<file path="src/rtl/alu_decode_stage.sv">
// ALU control decoder feeding a 2-entry skid FIFO; each entry carries the
// decoded control code, an illegal flag and a sideband tag.
module alu_decode_stage #(
    parameter int CTRL_W        = 4,
    parameter int TAG_W         = 5,
    parameter int ENABLE_SHIFTS = 1,
    parameter int CNT_W         = 8
) (
    input  logic              clk,
    input  logic              reset,
    input  logic              flush,
    input  logic              in_valid,
    output logic              in_ready,
    input  logic              funct7b5,
    input  logic              opb5,
    input  logic [2:0]        funct3,
    input  logic [1:0]        alu_op,
    input  logic [TAG_W-1:0]  in_tag,
    output logic              out_valid,
    input  logic              out_ready,
    output logic [CTRL_W-1:0] out_ctrl,
    output logic              out_illegal,
    output logic [TAG_W-1:0]  out_tag,
    output logic [CNT_W-1:0]  illegal_count
);

    typedef enum logic [3:0] {
        ALU_ADD  = 4'b0000,
        ALU_SUB  = 4'b0001,
        ALU_AND  = 4'b0010,
        ALU_OR   = 4'b0011,
        ALU_XOR  = 4'b0100,
        ALU_SLT  = 4'b0101,
        ALU_SLTU = 4'b0110,
        ALU_SLL  = 4'b0111,
        ALU_SRL  = 4'b1000,
        ALU_SRA  = 4'b1001
    } alu_code_t;

    alu_code_t         dec_code;
    logic              dec_illegal;
    logic [CTRL_W-1:0] dec_ctrl;

    always_comb begin
        dec_code    = ALU_ADD;
        dec_illegal = 1'b0;
        case (alu_op)
            2'b00: dec_code = ALU_ADD;
            2'b01: dec_code = ALU_SUB;
            2'b11: dec_illegal = 1'b1;
            default: begin
                case (funct3)
                    3'b000: dec_code = (funct7b5 & opb5) ? ALU_SUB : ALU_ADD;
                    3'b010: dec_code = ALU_SLT;
                    3'b011: dec_code = ALU_SLTU;
                    3'b100: dec_code = ALU_XOR;
                    3'b110: dec_code = ALU_OR;
                    3'b111: dec_code = ALU_AND;
                    3'b001: begin
                        if (ENABLE_SHIFTS != 0) dec_code = ALU_SLL;
                        else                    dec_illegal = 1'b1;
                    end
                    default: begin
                        if (ENABLE_SHIFTS != 0) dec_code = funct7b5 ? ALU_SRA : ALU_SRL;
                        else                    dec_illegal = 1'b1;
                    end
                endcase
            end
        endcase
    end

    assign dec_ctrl = CTRL_W'(dec_code);

    // Head entry lives directly in the output registers; slot holds the second entry.
    logic [1:0]        count;
    logic [CTRL_W-1:0] slot_ctrl;
    logic              slot_illegal;
    logic [TAG_W-1:0]  slot_tag;
    logic              push;
    logic              pop;

    assign in_ready  = (count != 2'd2);
    assign out_valid = (count != 2'd0);
    assign push      = in_valid & in_ready & ~flush;
    assign pop       = out_valid & out_ready;

    always_ff @(posedge clk or posedge reset) begin
        if (reset) begin
            count         <= '0;
            out_ctrl      <= '0;
            out_illegal   <= 1'b0;
            out_tag       <= '0;
            slot_ctrl     <= '0;
            slot_illegal  <= 1'b0;
            slot_tag      <= '0;
            illegal_count <= '0;
        end else begin
            if (flush) begin
                count <= '0;
            end else begin
                case ({push, pop})
                    2'b10:   count <= count + 2'd1;
                    2'b01:   count <= count - 2'd1;
                    default: count <= count;
                endcase
                if (push && ((count == 2'd0) || (count == 2'd1 && pop))) begin
                    out_ctrl    <= dec_ctrl;
                    out_illegal <= dec_illegal;
                    out_tag     <= in_tag;
                end else if (pop && count == 2'd2) begin
                    out_ctrl    <= slot_ctrl;
                    out_illegal <= slot_illegal;
                    out_tag     <= slot_tag;
                end
                if (push && count == 2'd1 && !pop) begin
                    slot_ctrl    <= dec_ctrl;
                    slot_illegal <= dec_illegal;
                    slot_tag     <= in_tag;
                end
            end
            if (push && dec_illegal && (illegal_count != '1))
                illegal_count <= illegal_count + 1'b1;
        end
    end

endmodule
</file>
<file path="config.mk">
export PLATFORM = sky130hd
export DESIGN_NAME = alu_decode_stage
export DESIGN_NICKNAME = d
export VERILOG_FILES = /design/src/rtl/alu_decode_stage.sv
export SDC_FILE = /design/constraint.sdc
export NUM_CORES = 1
export LEC_CHECK = 0
export BUFFER_PORTS_ARGS = -buffer_cell sky130_fd_sc_hd__buf_2
export CAP_MARGIN = 10
export CELL_PAD_IN_SITES_DETAIL_PLACEMENT = 1
export CELL_PAD_IN_SITES_GLOBAL_PLACEMENT = 1
export CORE_MARGIN = 5
export CORE_UTILIZATION = 43
export DETAILED_ROUTE_END_ITERATION = 8
export HOLD_SLACK_MARGIN = 0.1
export PLACE_DENSITY_LB_ADDON = 0.05
export SLEW_MARGIN = 40
export SYNTH_ARGS = -nofsm -noshare
export SYNTH_HDL_FRONTEND = slang
export SYNTH_SLANG_ARGS = --single-unit
</file>
<file path="constraint.sdc">
create_clock -name clk -period 4.1 [get_ports clk]
set_clock_uncertainty 0.05 [all_clocks]
set_input_delay 0.205 -clock clk [delete_from_list [all_inputs] [get_ports clk]]
set_output_delay 0.205 -clock clk [all_outputs]
set_load 0.02 [all_outputs]
</file>
==> run summary <==
result of the run - completed
sinks on the clock net - 30
r2r worst-path depth - 5
filler cell count - 394
Leak - 0.892 nW
vias after detailed routing - 1,223
critical path cell sequence - inv_1, ha_1, or3b_1, or3b_1, mux2_4
worst path required time - 4280 ps
Total Power - 1.20 mW
Nets - 210
buffer levels on the longest clock path - 2
number of hold violations in the final report - 0
height of the die - 69.5 µm
Slew Limit Fails - 0
start-to-end type of the worst setup path - reg2reg
P&R area growth vs syn - 23.6%
flip-flop and latch count after synthesis - 30
top fanout value on the critical path - 13
switching power as a share of total power - 40.9%
Worst Max-Slew Pin Slew - 719 ps
cell count of the worst hold path - 3
remaining number of nets flagged by the antenna check after routing - 0
worst rel slew slack - 52.1%
relative contribution of the clock network to total power - 16.1%
dominant cells by area after synthesis - dfrtp_1, mux2i_1, mux2_2
worst stage delay on the critical path - 660 ps
antenna diode instance count - 0
most frequent cell on the critical path - or3b_1
share of the synthesized area in the top cell type - 49.4%
CTS tree - built
antenna violations before repair - 0
arrival time of data at the critical path endpoint - 2640 ps
hold endpoint - out_illegal
Die Width - 69.5 µm
routed wire length - 3.65 mm
capturing element type of the critical path - register
number of placement rows - 21
combinational cell fraction of total power - 43.0%
mean instance size in the synthesized netlist - 10.7 µm²
internal reg-to-reg setup slack - 1640 ps
element type at the critical path start - register
syn nets - 163
number of search-and-repair iterations in the first detailed-routing pass - 4
RSZ-0062 raised after global routing - no
setup TNS - 0 ps
gp weighted congestion - 0.766
worst reg2reg path endpoint - slot_tag[0]
setup fix buffers added after clock tree synthesis - 0
number of buffers created by CTS - 5
path class of the lowest-slack min-delay path - in2reg
number of instances in the synthesized netlist - 142
time the final worst path needs with I/O delays and setup - 2460 ps
Hold Path Origin - alu_op[0]
average routed wire per standard cell - 15.5 µm
post-route cell area - 1880 µm²
P_int - 0.708 mW
die area - 4820 µm²
cell taking the most area after synthesis - dfrtp_1
GR Util All Layers - 16.2%
Post-Layout Cell Count - 236
startpoint of the worst-slack reg-to-reg timing path - count[0]
I/O pin count - 37
peak clock frequency supported by timing - 406 MHz
placeable core region - 3390 µm²
worst-path cell with the longest stage delay - or3b_1
placed standard-cell area - 1750 µm²
count of maximum capacitance violations - 0
layout cells sized above 1 - 30.0%
Starting Density - 44.9%
number of placed cells counting well taps - 221
share of synthesized area occupied by flip-flops and latches - 49.4%
clock latency on the worst-skew pair - 330 ps
number of warnings reported in the yosys synthesis log - 0
vias per cell - 5.18
global route total overflow - 0
most frequent standard cell in the layout excluding fill and tap cells - buf_2
highest-count cells in the layout ignoring fill and taps - buf_2, dfrtp_1, nor2_1
clock input transition at the sequential cells of the worst setup and hold paths - 110 ps
cell area after technology mapping - 1520 µm²
number of levels in the clock H-tree - 2
Switching Power - 0.490 mW
sequential share of power - 40.9%
global-route wire length before repair - 6.26 mm
pin count of the biggest net entering global routing - 31
setup-violating endpoint count in the final report - 0
Pwr per Cell Area - 637 nW/µm²
root buf cell - clkbuf_4
Starting DRT DRC Count - 45
final worst path period share - 60.1%
Synth cell types - 39
peak ir drop on the vdd network - 0.340 mV
number of port buffers - 36
placed wire-length estimate after detailed placement - 2.75 mm
vias in the first global route - 1,294
DRC violation count after routing - 0
worst max-delay path, delay by kind of cell, from the launching register on:
| kind | cells | cell delay, ps |
|---|---|---|
| flip-flops | 1 | 380 |
| multiplexers | 1 | 390 |
| adder cells (fa/ha/maj) | 1 | 250 |
| buffers and inverters | 1 | 100 |
| AND/OR/NAND/NOR | 2 | 1200 |
per-stage QoR:
step	utilization [%]	setup slack (ps)	hold WS (ps)
finish	55.4	1640	118
global route	55.4	1560	125
CTS	55.4	1640	119
detailed placement	51.5	1670	259
global placement	51.2	1680	250
floorplan	-	1920	221
worst max path at each step:
stage | cells past startpoint | endpoint | from
2_1_floorplan | 8 | slot_tag[0] | count[0]
3_3_place_gp | 6 | out_ctrl[2] | count[0]
3_5_place_dp | 5 | slot_tag[1] | count[0]
4_1_cts | 5 | slot_tag[0] | count[0]
5_1_grt | 5 | slot_ctrl[1] | count[0]
6_report | 5 | slot_tag[0] | count[0]
registers in the layout, summed over array words and instances, names as in the netlist:
signal and count:
illegal_count 8, out_tag 5, slot_tag 5, out_ctrl 4, slot_ctrl 4, count 2
out_illegal 1, slot_illegal 1
cells in the mapped netlist:
library cell / number
a31oi_1: 2
xnor2_1: 4
nor2_1: 14
or2_2: 1
ha_1: 4
nor2b_1: 3
and4_1: 1
and2b_1: 1
mux2_4: 3
a211o_2: 1
a221oi_1: 1
and2_1: 1
mux2i_1: 8
buf_6: 2
nand2_1: 8
dfrtp_1: 30
o31ai_1: 1
nand3_1: 4
mux2_2: 5
o21ai_0: 8
nor3_1: 2
nand4_1: 1
nand2b_1: 2
nor4_1: 2
or3_1: 1
buf_2: 1
clkbuf_1: 1
or3b_1: 2
o21a_1: 1
o311ai_0: 1
inv_1: 7
xor2_1: 4
o32ai_2: 1
a211oi_1: 1
nand4b_1: 1
nor2_2: 1
a222oi_1: 1
and3_1: 1
a21oi_1: 9
cell families (layout without fill, tap and decap cells):
group / Yosys count / count (layout) / share of synthesized area [%]
and+or+nand+nor: 46 / 46 / 15.6
DFF: 30 / 30 / 49.4
AOI/OAI and AO/OA: 27 / 27 / 11.4
muxes: 16 / 16 / 11.9
buffers and inverters: 11 / 59 / 3.79
xor gates and xnor gates: 8 / 8 / 4.61
adders and majority gates: 4 / 4 / 3.29
routing by layer:
| layer | track usage (%) | vias up | routed length (µm) |
|---|---|---|---|
| met5 | 0 | - | 0 |
| met4 | 4.77 | 0 | 46 |
| met3 | 5.07 | 5 | 148 |
| met2 | 27.1 | 29 | 1740 |
| met1 | 19.8 | 598 | 1710 |
| li1 | - | 591 | - |
timing repair:
action | in CTS | in global routing
resized for setup | 0 | 0
hold buffers | 7 | 0
setup endpoints to repair | 0 | 0
endpoints found under the hold margin | 37 | 0
cell type report:
cell class	count	area [µm²]	share of cell area, %
clock inverters	2	12.5	0.666
repair buffers	44	258	13.7
multi-input cells	101	723	38.5
well taps	46	57.6	3.06
clock buffers	6	51.3	2.73
flip-flops and latches	30	751	39.9
inverters	7	26.3	1.40
power groups by stage:
stage | clock [mW] | combinational [mW] | sequential, mW
global route | 0.210 | 0.567 | 0.507
global placement | 0 | 0.488 | 0.488
finish | 0.193 | 0.515 | 0.490
detailed placement | 0 | 0.516 | 0.498
CTS | 0.197 | 0.524 | 0.493
floorplan | 0 | 0.278 | 0.564
Power figures use the tool's default switching activity.
